<file path="src/rtl/buzzer_melody_sequencer_if.sv">
// Button-in / tone-out bundle between the button front end, the melody sequencer and the buzzer PWM.
interface buzzer_melody_sequencer_if;
    logic [3:0]  i_btn;
    logic [15:0] o_freq;
    logic        o_en;
    logic        o_busy;
    logic [1:0]  o_melody;
    logic        o_done;

    modport master (output i_btn, input o_freq, o_en, o_busy, o_melody, o_done);
    modport slave  (input i_btn, output o_freq, o_en, o_busy, o_melody, o_done);
endinterface

</file>
<file path="src/rtl/buzzer_melody_sequencer.sv">
// Plays one of three fixed note sequences on a button rising edge and drives the
// tone generator's frequency/enable pair; a fourth button stops playback.
module buzzer_melody_sequencer #(
    parameter int unsigned UNIT_CYCLES = 25_000_000,
    parameter int unsigned GAP_CYCLES  = 1_000_000
) (
    input  logic                        i_clk,
    input  logic                        i_reset,
    buzzer_melody_sequencer_if.slave    bus
);
    typedef enum logic [1:0] {S_IDLE, S_PLAY, S_GAP} state_t;

    localparam logic [31:0] GAP_TERM = 32'(GAP_CYCLES - 1);

    // Entry layout: {last, dur[1:0], freq[15:0]}; freq 0 would be a rest.
    function automatic logic [18:0] rom_entry(input logic [1:0] mel, input logic [1:0] idx);
        rom_entry = '0;
        case ({mel, idx})
            4'b00_00: rom_entry = {1'b0, 2'd0, 16'd1046};
            4'b00_01: rom_entry = {1'b0, 2'd0, 16'd1318};
            4'b00_10: rom_entry = {1'b1, 2'd1, 16'd1569};
            4'b01_00: rom_entry = {1'b0, 2'd0, 16'd1569};
            4'b01_01: rom_entry = {1'b0, 2'd0, 16'd1318};
            4'b01_10: rom_entry = {1'b1, 2'd1, 16'd1046};
            4'b10_00: rom_entry = {1'b0, 2'd0, 16'd1046};
            4'b10_01: rom_entry = {1'b0, 2'd0, 16'd1046};
            4'b10_10: rom_entry = {1'b0, 2'd0, 16'd1569};
            4'b10_11: rom_entry = {1'b1, 2'd1, 16'd1569};
            default:  rom_entry = '0;
        endcase
    endfunction

    state_t      r_state, w_state_next;
    logic [31:0] r_cnt, w_cnt_next;
    logic [1:0]  r_note_idx, w_note_idx_next;
    logic [3:0]  r_btn_prev;
    logic [15:0] r_freq, w_freq_next;
    logic        r_en, w_en_next;
    logic        r_busy, w_busy_next;
    logic [1:0]  r_melody, w_melody_next;
    logic        r_done, w_done_next;

    logic [3:0]  w_rise;
    logic        w_start;
    logic [1:0]  w_sel;
    logic [2:0]  w_cur_ctrl;
    logic [15:0] w_first_freq;
    logic [15:0] w_next_freq;
    logic [31:0] w_play_term;

    assign w_rise       = bus.i_btn & ~r_btn_prev;
    assign w_start      = |w_rise[2:0];
    assign w_sel        = w_rise[0] ? 2'd0 : (w_rise[1] ? 2'd1 : 2'd2);
    assign w_cur_ctrl   = 3'(rom_entry(r_melody, r_note_idx) >> 16);
    assign w_first_freq = 16'(rom_entry(w_sel, 2'd0));
    assign w_next_freq  = 16'(rom_entry(r_melody, r_note_idx + 2'd1));
    assign w_play_term  = ({30'd0, w_cur_ctrl[1:0]} + 32'd1) * UNIT_CYCLES - 32'd1;

    always_comb begin
        w_state_next    = r_state;
        w_cnt_next      = r_cnt;
        w_note_idx_next = r_note_idx;
        w_freq_next     = r_freq;
        w_en_next       = r_en;
        w_busy_next     = r_busy;
        w_melody_next   = r_melody;
        w_done_next     = 1'b0;
        case (r_state)
            S_IDLE: begin
                if (w_start) begin
                    w_melody_next   = w_sel;
                    w_note_idx_next = 2'd0;
                    w_cnt_next      = 32'd0;
                    w_freq_next     = w_first_freq;
                    w_en_next       = (w_first_freq != 16'd0);
                    w_busy_next     = 1'b1;
                    w_state_next    = S_PLAY;
                end
            end
            S_PLAY, S_GAP: begin
                // Stop outranks any count terminal reached in the same cycle.
                if (w_rise[3]) begin
                    w_state_next = S_IDLE;
                    w_cnt_next   = 32'd0;
                    w_en_next    = 1'b0;
                    w_busy_next  = 1'b0;
                    w_done_next  = 1'b1;
                end else if (r_state == S_PLAY) begin
                    if (r_cnt == w_play_term) begin
                        w_cnt_next   = 32'd0;
                        w_en_next    = 1'b0;
                        w_state_next = S_GAP;
                    end else begin
                        w_cnt_next = r_cnt + 32'd1;
                    end
                end else if (r_cnt == GAP_TERM) begin
                    w_cnt_next = 32'd0;
                    if (w_cur_ctrl[2]) begin
                        w_state_next = S_IDLE;
                        w_busy_next  = 1'b0;
                        w_done_next  = 1'b1;
                    end else begin
                        w_note_idx_next = r_note_idx + 2'd1;
                        w_freq_next     = w_next_freq;
                        w_en_next       = (w_next_freq != 16'd0);
                        w_state_next    = S_PLAY;
                    end
                end else begin
                    w_cnt_next = r_cnt + 32'd1;
                end
            end
            default: w_state_next = S_IDLE;
        endcase
    end

    always_ff @(posedge i_clk or posedge i_reset) begin
        if (i_reset) begin
            r_state    <= S_IDLE;
            r_cnt      <= '0;
            r_note_idx <= '0;
            r_btn_prev <= '0;
            r_freq     <= '0;
            r_en       <= 1'b0;
            r_busy     <= 1'b0;
            r_melody   <= '0;
            r_done     <= 1'b0;
        end else begin
            r_state    <= w_state_next;
            r_cnt      <= w_cnt_next;
            r_note_idx <= w_note_idx_next;
            r_btn_prev <= bus.i_btn;
            r_freq     <= w_freq_next;
            r_en       <= w_en_next;
            r_busy     <= w_busy_next;
            r_melody   <= w_melody_next;
            r_done     <= w_done_next;
        end
    end

    assign bus.o_freq   = r_freq;
    assign bus.o_en     = r_en;
    assign bus.o_busy   = r_busy;
    assign bus.o_melody = r_melody;
    assign bus.o_done   = r_done;
endmodule

</file>
<file path="src/flat_wrapper.sv">
// flat-port wrapper written by rule: the top's interface ports become plain ports
module buzzer_melody_sequencer_flat 
#(
    parameter int unsigned UNIT_CYCLES = 25_000_000,
    parameter int unsigned GAP_CYCLES  = 1_000_000
)
  (i_clk, i_reset, bus_i_btn, bus_o_freq, bus_o_en, bus_o_busy, bus_o_melody, bus_o_done);
  buzzer_melody_sequencer_if bus_i ();
  input  logic i_clk;
  input  logic i_reset;
  input wire logic [$bits(bus_i.i_btn)-1:0] bus_i_btn;
  output wire logic [$bits(bus_i.o_freq)-1:0] bus_o_freq;
  output wire logic [$bits(bus_i.o_en)-1:0] bus_o_en;
  output wire logic [$bits(bus_i.o_busy)-1:0] bus_o_busy;
  output wire logic [$bits(bus_i.o_melody)-1:0] bus_o_melody;
  output wire logic [$bits(bus_i.o_done)-1:0] bus_o_done;
  assign bus_i.i_btn = bus_i_btn;
  assign bus_o_freq = bus_i.o_freq;
  assign bus_o_en = bus_i.o_en;
  assign bus_o_busy = bus_i.o_busy;
  assign bus_o_melody = bus_i.o_melody;
  assign bus_o_done = bus_i.o_done;
  buzzer_melody_sequencer #(.UNIT_CYCLES(UNIT_CYCLES), .GAP_CYCLES(GAP_CYCLES)) u_core (.i_clk(i_clk), .i_reset(i_reset), .bus(bus_i));
endmodule
</file>
<file path="config.mk">
export PLATFORM = sky130hd
export DESIGN_NAME = buzzer_melody_sequencer_flat
export DESIGN_NICKNAME = d
export VERILOG_FILES = /design/src/rtl/buzzer_melody_sequencer_if.sv /design/src/rtl/buzzer_melody_sequencer.sv /design/src/flat_wrapper.sv
export SDC_FILE = /design/constraint.sdc
export NUM_CORES = 1
export LEC_CHECK = 0
export BUFFER_PORTS_ARGS = -buffer_cell sky130_fd_sc_hd__buf_2
export CELL_PAD_IN_SITES_DETAIL_PLACEMENT = 1
export CELL_PAD_IN_SITES_GLOBAL_PLACEMENT = 2
export CORE_MARGIN = 5
export CORE_UTILIZATION = 38
export CTS_BUF_LIST = sky130_fd_sc_hd__clkbuf_4
export CTS_CLUSTER_DIAMETER = 80
export DETAILED_ROUTE_END_ITERATION = 7
export GPL_ROUTABILITY_DRIVEN = 0
export GPL_TIMING_DRIVEN = 1
export PLACE_DENSITY_LB_ADDON = 0.1
export SKIP_LAST_GASP = 1
export SYNTH_ARGS = -nofsm -noshare
export SYNTH_HDL_FRONTEND = slang
export SYNTH_SLANG_ARGS = --single-unit
</file>
<file path="constraint.sdc">
create_clock -name i_clk -period 3.45 [get_ports i_clk]
set_clock_uncertainty 0.15 [all_clocks]
set_input_delay 0.69 -clock i_clk [delete_from_list [all_inputs] [get_ports i_clk]]
set_output_delay 0.69 -clock i_clk [all_outputs]
set_load 0.01 [all_outputs]
</file>
==> flow_summary.json, run 1 <==
{
  "outcome": "finished, final reports clean",
  "worstPathRequired_ns": 3.54,
  "fmax_mhz": 347.3,
  "clk-insertion-delay-late_ns": 0.37,
  "crit_arrival_ns": 2.97,
  "drv_slew": 0,
  "drive_above_1_share": 0.1126,
  "h-tree-depth": 2,
  "relSlewSlack": 0.5202,
  "setup_viol": 0,
  "grtUsageTotal": 0.1782,
  "worst_pin_slew_ns": 0.7131,
  "avgSynthCellArea_sq_um": 8.594,
  "n_antenna_cell": 0,
  "p_switching_uw": 727.8,
  "synth_cell_type_count": 53,
  "critPathMaxStageDelay_ns": 0.57,
  "numPortBuffers": 18,
  "dieArea_sq_um": 10200,
  "drtIter0Drc": 94,
  "synth_edf_count": 0,
  "cpMaxStageDelayCell": "or4b_1",
  "ys_ff_latch": 51,
  "finalWirelength_um": 8511,
  "syn_area_sq_um": 3146,
  "syn2layout_area_growth_pct": 6.802,
  "async_flop_share": 1.000,
  "post-route-min-period_ns": 2.879,
  "wl_per_cell_um": 17.48,
  "p_clk_frac": 0.168,
  "coreArea_sq_um": 8134,
  "std_cell_rows": 33,
  "grt_antenna_before_repair": 0,
  "p_int_mw": 1.005,
  "power_frac_comb": 0.412,
  "seq_power_share": 0.420,
  "worst-path-max-fanout": 14,
  "path_class": "reg2reg",
  "p_leak_nw": 1.395,
  "grt_pass1_wl_um": 14610,
  "cts_resized": 0,
  "finalHoldViolations": 0,
  "grt_max_degree": 33,
  "cp.depth": 7,
  "rsz0062_at_grt": "no",
  "place_area_sq_um": 3302,
  "r2r_cells": 7,
  "io_pins": 27,
  "synth-seq-area-share": 0.4057,
  "viasPerCell": 5.729,
  "drv_cap": 0,
  "path_cells": "inv_1 -> ha_1 -> or4b_1 -> a2111oi_4 -> nor2_1 -> nand2_1 -> o311ai_0",
  "cts.sink_count": 51,
  "die_w_um": 101.0,
  "grt_remaining_overflow": 0,
  "crit_family": "simple AND/OR/NAND/NOR gates",
  "ant_nets": 0,
  "synthTopCellsByCount": "nand2_1 (53), dfrtp_1 (51), nand3_1 (39)",
  "worst_setup_path_start_kind": "flip-flop",
  "clock_path_buffers": 2,
  "fin_crit_sh": 0.8345,
  "layout.nets": 397,
  "initial_core_util": 0.3867,
  "path_clk_slew_ns": 0.15,
  "switching_share": 0.4199,
  "syn_inst": 366,
  "yosysTopAreaCell": "dfrtp_1",
  "end_kind": "flip-flop",
  "hold_buffers": 0,
  "die_y_um": 101.0,
  "drt_pass1_iterations": 4,
  "synth_top_area_share": 0.4057,
  "synthTopCellsByArea": "dfrtp_1 (41%), nand2_1 (6.3%), nand3_1 (6.2%)",
  "root_buffer": "clkbuf_4",
  "yosysMostFrequentCell": "nand2_1",
  "synth_flop_cell": "dfrtp_1",
  "yosys_warnings": 0,
  "setup_tns_ns": 0,
  "p_per_area_nw_per_um2": 515.9,
  "post_cts_buffers": 0,
  "max-vdd-ir-drop_v": 0.0002791,
  "critical_path_buf_inv_count": 1,
  "hold_class": "in2async",
  "vias": 2790,
  "numCtsBuffers": 5,
  "drc_errors": 0,
  "nFillCells": 959,
  "dp_hpwl_um": 6344,
  "grt_pass1_vias": 2862,
  "cts_tree": "yes",
  "design_area_sq_um": 3359
}
[cells by family (layout without fill, tap and decap cells)]
| family | Yosys count | in the layout | synth area share |
|---|---|---|---|
| and+or+nand+nor | 177 | 177 | 0.2884 |
| other | 1 | 8 | 0.001192 |
| buffers and inverters | 41 | 50 | 0.06961 |
| muxes | 8 | 8 | 0.02665 |
| DFF | 51 | 51 | 0.4057 |
| AOI/OAI and AO/OA | 78 | 78 | 0.1687 |
| adders and majority gates | 10 | 10 | 0.03978 |
[layout by cell type, fill, tap and decap left out, drive strengths merged, types with 2 or more instances in the layout]
cell    count
a211o       2
o21ai      19
nor4b       2
o31ai       4
buf        27
mux2        3
mux2i       5
nand4       9
or4b        2
dfrtp      51
nor2b       6
nand2      53
nand2b      6
conb        8
ha         10
a31oi      10
and2        6
nand3      39
inv        15
a22o        3
nor4       10
nor3       10
a21o        2
nor2       16
and3        6
o22ai       2
a21oi      15
o21a        2
or3         4
o311ai     10
clkbuf      7
[metrics by stage]
step	cells	hold WS [ns]	power [mW]	setup slack, ns	util
2_1_floorplan	373	0.3144	1.242	1.022	-
3_3_place_gp	479	0.3326	1.450	0.6415	0.4059
3_5_place_dp	479	0.3395	1.463	0.5871	0.4059
4_1_cts	487	0.1558	1.759	0.5691	0.4130
5_1_grt	487	0.1686	1.871	0.4252	0.4130
6_report	487	0.1495	1.733	0.5708	0.4130
[layer usage]
metal,routed length [um],up-vias,track usage
met2,3979,41,0.2901
li1,-,1348,-
met4,52,0,0.03374
met1,4252,1391,0.2561
met5,0,-,0
met3,226,10,0.02145
[power by group through the flow]
stage	logic, mW	clock network (mW)	registers, mW
final	0.714	0.292	0.727
after CTS	0.724	0.305	0.730
after global placement	0.716	0	0.735
after global routing	0.801	0.329	0.742
after floorplan	0.503	0	0.739
after detailed placement	0.722	0	0.741
[flip-flops by register name, summed over array words and instances, names as in the netlist]
| register | flops |
|---|---|
| u_core.r_cnt | 32 |
| u_core.bus.o_en | 1 |
| u_core.bus.o_freq | 6 |
| u_core.bus.o_done | 1 |
| u_core.r_btn_prev | 4 |
| u_core.r_note_idx | 2 |
| u_core.bus.o_melody | 2 |
| u_core.r_state | 2 |
| u_core.bus.o_busy | 1 |
[path summary, 6_finish.rpt]
kind	from	end	slack (ns)
max	u_core.r_state[1]$_DFFE_PP0P_	u_core.r_cnt[28]$_DFFE_PP0P_	0.57
min	i_reset	u_core.r_btn_prev[3]$_DFF_PP0_	0.15
max reg2reg	u_core.r_state[1]$_DFFE_PP0P_	u_core.r_cnt[28]$_DFFE_PP0P_	0.57
min reg2reg	u_core.bus.o_busy$_DFFE_PP0P_	u_core.bus.o_busy$_DFFE_PP0P_	0.37
max in group asynchronous	i_reset	u_core.r_cnt[30]$_DFFE_PP0P_	2.19
min in group i_clk	bus_i_btn[2]	u_core.r_btn_prev[2]$_DFF_PP0_	0.28
[layout make-up]
cell class	count	area (sq um)	share of cell area
Multi-Input combinational cell	281	1680	0.5002
Sequential cell	51	1276	0.3799
Timing Repair Buffer	27	157.7	0.04693
Tap cell	105	131.4	0.03911
Inverter	15	56.30	0.01676
Clock buffer	7	52.55	0.01564
Clock inverter	1	5.005	0.001490
(Power assumes the default switching activity.)
==> run 2, diff against run 1 <==
Clock period 3.45 ns to 3 ns, I/O delays scaled along.
==> run 2 against run 1 <==
- sequential cell count stayed put
- count of clock-buffer cells in the layout decreased by 1
- critical path type unchanged
- via count rose by 0.57%
- power rose by 18%
- cell count rose by 1.2%
- combinational power increased by 26%
==> flow_summary.json, run 2 (same netlist as run 1, synthesis figures left out) <==
{
  "end_kind": "flip-flop",
  "viasPerCell": 5.692,
  "critPathLaunch": "u_core.r_note_idx[0]$_DFFE_PP0P_",
  "grt_antenna_before_repair": 0,
  "grtUsageTotal": 0.1852,
  "finalWirelength_um": 8640,
  "outcome": "finished, final reports clean",
  "cp.depth": 9,
  "root_buffer": "clkbuf_4",
  "layout.nets": 403,
  "cts.sink_count": 51,
  "dieArea_sq_um": 10200,
  "cts_tree": "yes",
  "drive_above_1_share": 0.1211,
  "r2r_start": "u_core.r_note_idx[0]$_DFFE_PP0P_",
  "largest_reg_flops": 32,
  "seqCellArea_sq_um": 1276,
  "ant_nets": 0,
  "die_y_um": 101.0,
  "drv_cap": 0,
  "path_class": "reg2reg",
  "cts_resized": 0,
  "power_frac_comb": 0.440,
  "grt_remaining_overflow": 0,
  "drtIter0Drc": 76,
  "grt_pass1_vias": 2929,
  "max-vdd-ir-drop_v": 0.0002638,
  "std_cell_rows": 33,
  "grt_pass1_wl_um": 15010,
  "worst-path-max-fanout": 22,
  "multi_input_area_sq_um": 1680,
  "n_antenna_cell": 0,
  "cp-endpoint": "u_core.r_cnt[25]$_DFFE_PP0P_",
  "p_int_mw": 1.199,
  "numPortBuffers": 18,
  "h-tree-depth": 2,
  "p_per_area_nw_per_um2": 598.9,
  "grt_max_degree": 52,
  "clock_path_buffers": 2,
  "timing.rr.end": "u_core.r_cnt[25]$_DFFE_PP0P_",
  "drt_pass1_iterations": 4,
  "p_switching_uw": 852.2,
  "crit_arrival_ns": 2.89,
  "io_pins": 27,
  "numCtsBuffers": 5,
  "switching_share": 0.4155,
  "vias": 2806,
  "hold_class": "in2reg",
  "worst_setup_path_start_kind": "flip-flop",
  "path_cells": "inv_1 -> ha_1 -> nand2b_1 -> a211o_1 -> a2111oi_4 -> nor3_2 -> buf_12 -> or3b_1 -> nand3_1",
  "coreArea_sq_um": 8134,
  "critPathMaxStageDelay_ns": 0.53,
  "post-route-min-period_ns": 2.716,
  "clk-insertion-delay-late_ns": 0.38,
  "syn2layout_area_growth_pct": 8.870,
  "nFillCells": 973,
  "r2r_slack_ns": 0.28,
  "wl_per_cell_um": 17.53,
  "post_cts_buffers": 0,
  "layout_commonest_cell": "nand2_1",
  "worst_pin_slew_ns": 0.7068,
  "final_cell_mix": "nand2_1 (53), dfrtp_1 (51), nand3_1 (39)",
  "die_w_um": 101.0,
  "path_clk_slew_ns": 0.15,
  "drc_errors": 0,
  "p_leak_nw": 1.426,
  "setup_tns_ns": 0,
  "r2r_cells": 9,
  "critical_path_buf_inv_count": 2,
  "cpMaxStageDelayCell": "nor3_2",
  "dp_hpwl_um": 6278,
  "p_clk_frac": 0.154,
  "fin_util": 0.4210,
  "fin_crit_sh": 0.9054,
  "max_flop_register": "u_core.r_cnt",
  "hold_buffers": 0,
  "initial_core_util": 0.3867,
  "seq_power_share": 0.406,
  "rsz0062_at_grt": "no",
  "drv_slew": 0,
  "fmax_mhz": 368.2,
  "worstPathRequired_ns": 3.18,
  "crit_family": "simple AND/OR/NAND/NOR gates",
  "relSlewSlack": 0.5244,
  "finalHoldViolations": 0,
  "fin_ws_ns": 0.2839,
  "post-place-ws_ns": 0.2889,
  "setup_viol": 0
}
run 2: changes by cell type in the layout (fill, tap and decap cells not counted):
cell | before | now
clkbuf_4 | 7 | 6
buf_4 | 9 | 13
buf_12 | 0 | 2
clkinv_2 | 1 | 0
clkinv_1 | 0 | 2
run 2: per-layer routing:
layer | up-vias | track usage | routed length [um]
li1 | 1361 | - | -
met1 | 1399 | 0.2677 | 4361
met2 | 35 | 0.2841 | 3859
met3 | 11 | 0.02837 | 264
met4 | 0 | 0.05828 | 155
met5 | - | 0 | 0
run 2: layout make-up:
| class | instances | share of cell area |
|---|---|---|
| multi-input cells | 281 | 0.4907 |
| clock buffers | 6 | 0.01315 |
| flip-flops and latches | 51 | 0.3727 |
| repair buffers | 33 | 0.06650 |
| clock inverters | 2 | 0.002192 |
| well taps | 105 | 0.03836 |
| inverters | 15 | 0.01644 |
run 2: how the worst min path moves through the flow:
stage                                      startpoint                                 to  slack, ns  depth (start not counted)
finish                                   bus_i_btn[2]     u_core.r_btn_prev[2]$_DFF_PP0_       0.19                          1
global route                             bus_i_btn[2]     u_core.r_btn_prev[2]$_DFF_PP0_       0.15                          1
CTS                                      bus_i_btn[2]     u_core.r_btn_prev[2]$_DFF_PP0_       0.16                          1
detailed placement  u_core.bus.o_freq[10]$_DFFE_PP0P_  u_core.bus.o_freq[10]$_DFFE_PP0P_       0.35                          1
global placement     u_core.bus.o_freq[4]$_DFFE_PP0P_   u_core.bus.o_freq[4]$_DFFE_PP0P_       0.34                          1
floorplan                u_core.r_cnt[29]$_DFFE_PP0P_       u_core.r_cnt[29]$_DFFE_PP0P_       0.31                          1
run 2: power by group through the flow:
stage | clock network, mW | registers, mW | logic (mW)
after global routing | 0.373 | 0.848 | 0.996
final | 0.315 | 0.833 | 0.903
after floorplan | 0 | 0.850 | 0.578
after global placement | 0 | 0.845 | 0.899
after CTS | 0.341 | 0.835 | 0.911
after detailed placement | 0 | 0.848 | 0.905
run 2: metrics by stage:
step | instance area [sq um] | hold slack (ns) | std cells | total power, mW
finish | 3425 | 0.1919 | 493 | 2.051
global placement | 3372 | 0.3366 | 485 | 1.744
floorplan | 3172 | 0.3144 | 373 | 1.428
detailed placement | 3372 | 0.3506 | 485 | 1.754
global route | 3425 | 0.1500 | 493 | 2.218
CTS | 3425 | 0.1646 | 493 | 2.088
run 2: worst register-to-register path, stage by stage, from the launching register on:
cell	delay, ns
dfrtp_1	0.50
inv_1	0.15
ha_1	0.23
nand2b_1	0.12
a211o_1	0.19
a2111oi_4	0.10
nor3_2	0.53
buf_12	0.25
or3b_1	0.37
nand3_1	0.09
==> run 3, diff against run 2 <==
Settings changed: RECOVER_POWER from default to 100.
==> run 3 against run 2 <==
- register-to-register slack is essentially flat
- combinational power shrank 3.0%
- via count shrank 0.25%
- critical path depth is the same
- hold slack is essentially flat
- setup slack lost 0.0010 ns
- sequential share of layout area grew 0.36 points
- global-route usage is the same
- clock power is essentially flat
- non-clock buffer count is the same
- count of clock-buffer cells in the layout is the same
- largest cell class unchanged
==> flow_summary.json, run 3 (same netlist as run 1, synthesis figures left out) <==
{
  "grt_remaining_overflow": 0,
  "seq_power_share": 0.412,
  "grt_pass1_wl_um": 15010,
  "grt-busiest-layer": "met2",
  "outcome": "finished, final reports clean",
  "cts_tree": "yes",
  "std_cell_rows": 33,
  "worstPathRequired_ns": 3.18,
  "drtIter0Drc": 100,
  "largest_reg_flops": 32,
  "path_clk_slew_ns": 0.15,
  "worst_setup_path_start_kind": "flip-flop",
  "power_frac_comb": 0.432,
  "drv_slew": 0,
  "ant_nets": 0,
  "final_cell_mix": "nand2_1 (53), dfrtp_1 (51), nand3_1 (39)",
  "grt_max_degree": 52,
  "critPathMaxStageDelay_ns": 0.53,
  "dp_hpwl_um": 6278,
  "fmax_mhz": 368.0,
  "grt_pass1_vias": 2929,
  "max-vdd-ir-drop_v": 0.0002587,
  "hold_class": "in2reg",
  "relSlewSlack": 0.1212,
  "grtUsageTotal": 0.1852,
  "post_cts_buffers": 0,
  "post-route-min-period_ns": 2.717,
  "io_pins": 27,
  "fin_cells": 493,
  "syn2layout_area_growth_pct": 7.836,
  "fin_crit_sh": 0.9057,
  "p_leak_nw": 1.365,
  "finalHoldViolations": 0,
  "grt_antenna_before_repair": 0,
  "critical_path_buf_inv_count": 2,
  "numCtsBuffers": 5,
  "clk-insertion-delay-late_ns": 0.38,
  "root_buffer": "clkbuf_4",
  "p_int_mw": 1.173,
  "clock_path_buffers": 2,
  "p_per_area_nw_per_um2": 597.3,
  "finalWirelength_um": 8666,
  "initial_core_util": 0.3867,
  "fin_ws_ns": 0.2829,
  "end_kind": "flip-flop",
  "p_clk_frac": 0.156,
  "numPortBuffers": 18,
  "p_switching_uw": 852.6,
  "crit_arrival_ns": 2.89,
  "use_met2": 0.2841,
  "n_antenna_cell": 0,
  "h-tree-depth": 2,
  "viasPerCell": 5.677,
  "cpMaxStageDelayCell": "nor3_2",
  "drc_errors": 0,
  "max_flop_register": "u_core.r_cnt",
  "crit_family": "simple AND/OR/NAND/NOR gates",
  "dp_cells": 485,
  "die_w_um": 101.0,
  "layout.nets": 403,
  "path_cells": "inv_1 -> ha_1 -> nand2b_1 -> a211o_1 -> a2111oi_4 -> nor3_2 -> buf_12 -> or3b_1 -> nand3_1",
  "coreArea_sq_um": 8134,
  "worst_pin_slew_ns": 1.318,
  "die_y_um": 101.0,
  "vias": 2799,
  "switching_share": 0.4208,
  "wl_per_cell_um": 17.58,
  "cts_resized": 0,
  "path_class": "reg2reg",
  "hold_buffers": 0,
  "grtUsageMet3": 0.02837,
  "post-place-ws_ns": 0.2889,
  "dieArea_sq_um": 10200,
  "rsz0062_at_grt": "no",
  "layout_commonest_cell": "nand2_1",
  "drive_above_1_share": 0.07216,
  "setup_tns_ns": 0,
  "drv_cap": 0,
  "drt_pass1_iterations": 4,
  "cts.sink_count": 51,
  "grt_util_met1": 0.2677,
  "setup_viol": 0,
  "worst-path-max-fanout": 22
}
## run 3: changes by cell type in the layout (fill, tap and decap cells not counted), sizes merged
cell	previous run	this run
buf	33	14
clkbuf	6	25
## run 3: through the flow
step,hold slack (ns),utilization,power [mW],cell area (sq um)
after global routing,0.1500,0.4170,2.192,3392
after floorplan,0.3144,-,1.428,3172
after CTS,0.1646,0.4210,2.088,3425
after detailed placement,0.3506,0.4146,1.754,3372
after global placement,0.3366,0.4146,1.744,3372
final,0.1918,0.4170,2.026,3392
## run 3: per-layer routing
metal  vias to the layer above  share of wire
li1                       1362              -
met1                      1389           0.51
met2                        37           0.44
met3                        11          0.028
met4                         0          0.018
met5                         -              0
## run 3: final timing paths
| check | slack [ns] | endpoint | from | cells past startpoint |
|---|---|---|---|---|
| worst min register to register | 0.38 | u_core.bus.o_freq[4]$_DFFE_PP0P_ | u_core.bus.o_freq[4]$_DFFE_PP0P_ | 1 |
| max in group asynchronous | 1.43 | u_core.r_cnt[29]$_DFFE_PP0P_ | i_reset | 3 |
| worst min-delay path | 0.19 | u_core.r_btn_prev[2]$_DFF_PP0_ | bus_i_btn[2] | 1 |
| min in group asynchronous | 0.49 | u_core.r_cnt[23]$_DFFE_PP0P_ | i_reset | 3 |
| worst max-delay path | 0.28 | u_core.r_cnt[25]$_DFFE_PP0P_ | u_core.r_note_idx[0]$_DFFE_PP0P_ | 9 |
| worst max register to register | 0.28 | u_core.r_cnt[25]$_DFFE_PP0P_ | u_core.r_note_idx[0]$_DFFE_PP0P_ | 9 |
## run 3: final cells by class
class	count	area, sq um
multi-input combinational	281	1680
tap	105	131.4
clock inverter	2	7.507
timing repair buffer	33	195.2
fill	981	4742
sequential	51	1276
clock buffer	6	45.04
inverter	15	56.30
## run 3: power groups by stage
stage	Clock (mW)	Sequential, mW	Combinational, mW
2_1_floorplan	0	0.850	0.578
3_3_place_gp	0	0.845	0.899
3_5_place_dp	0	0.848	0.905
4_1_cts	0.341	0.835	0.911
5_1_grt	0.373	0.850	0.969
6_report	0.315	0.835	0.876
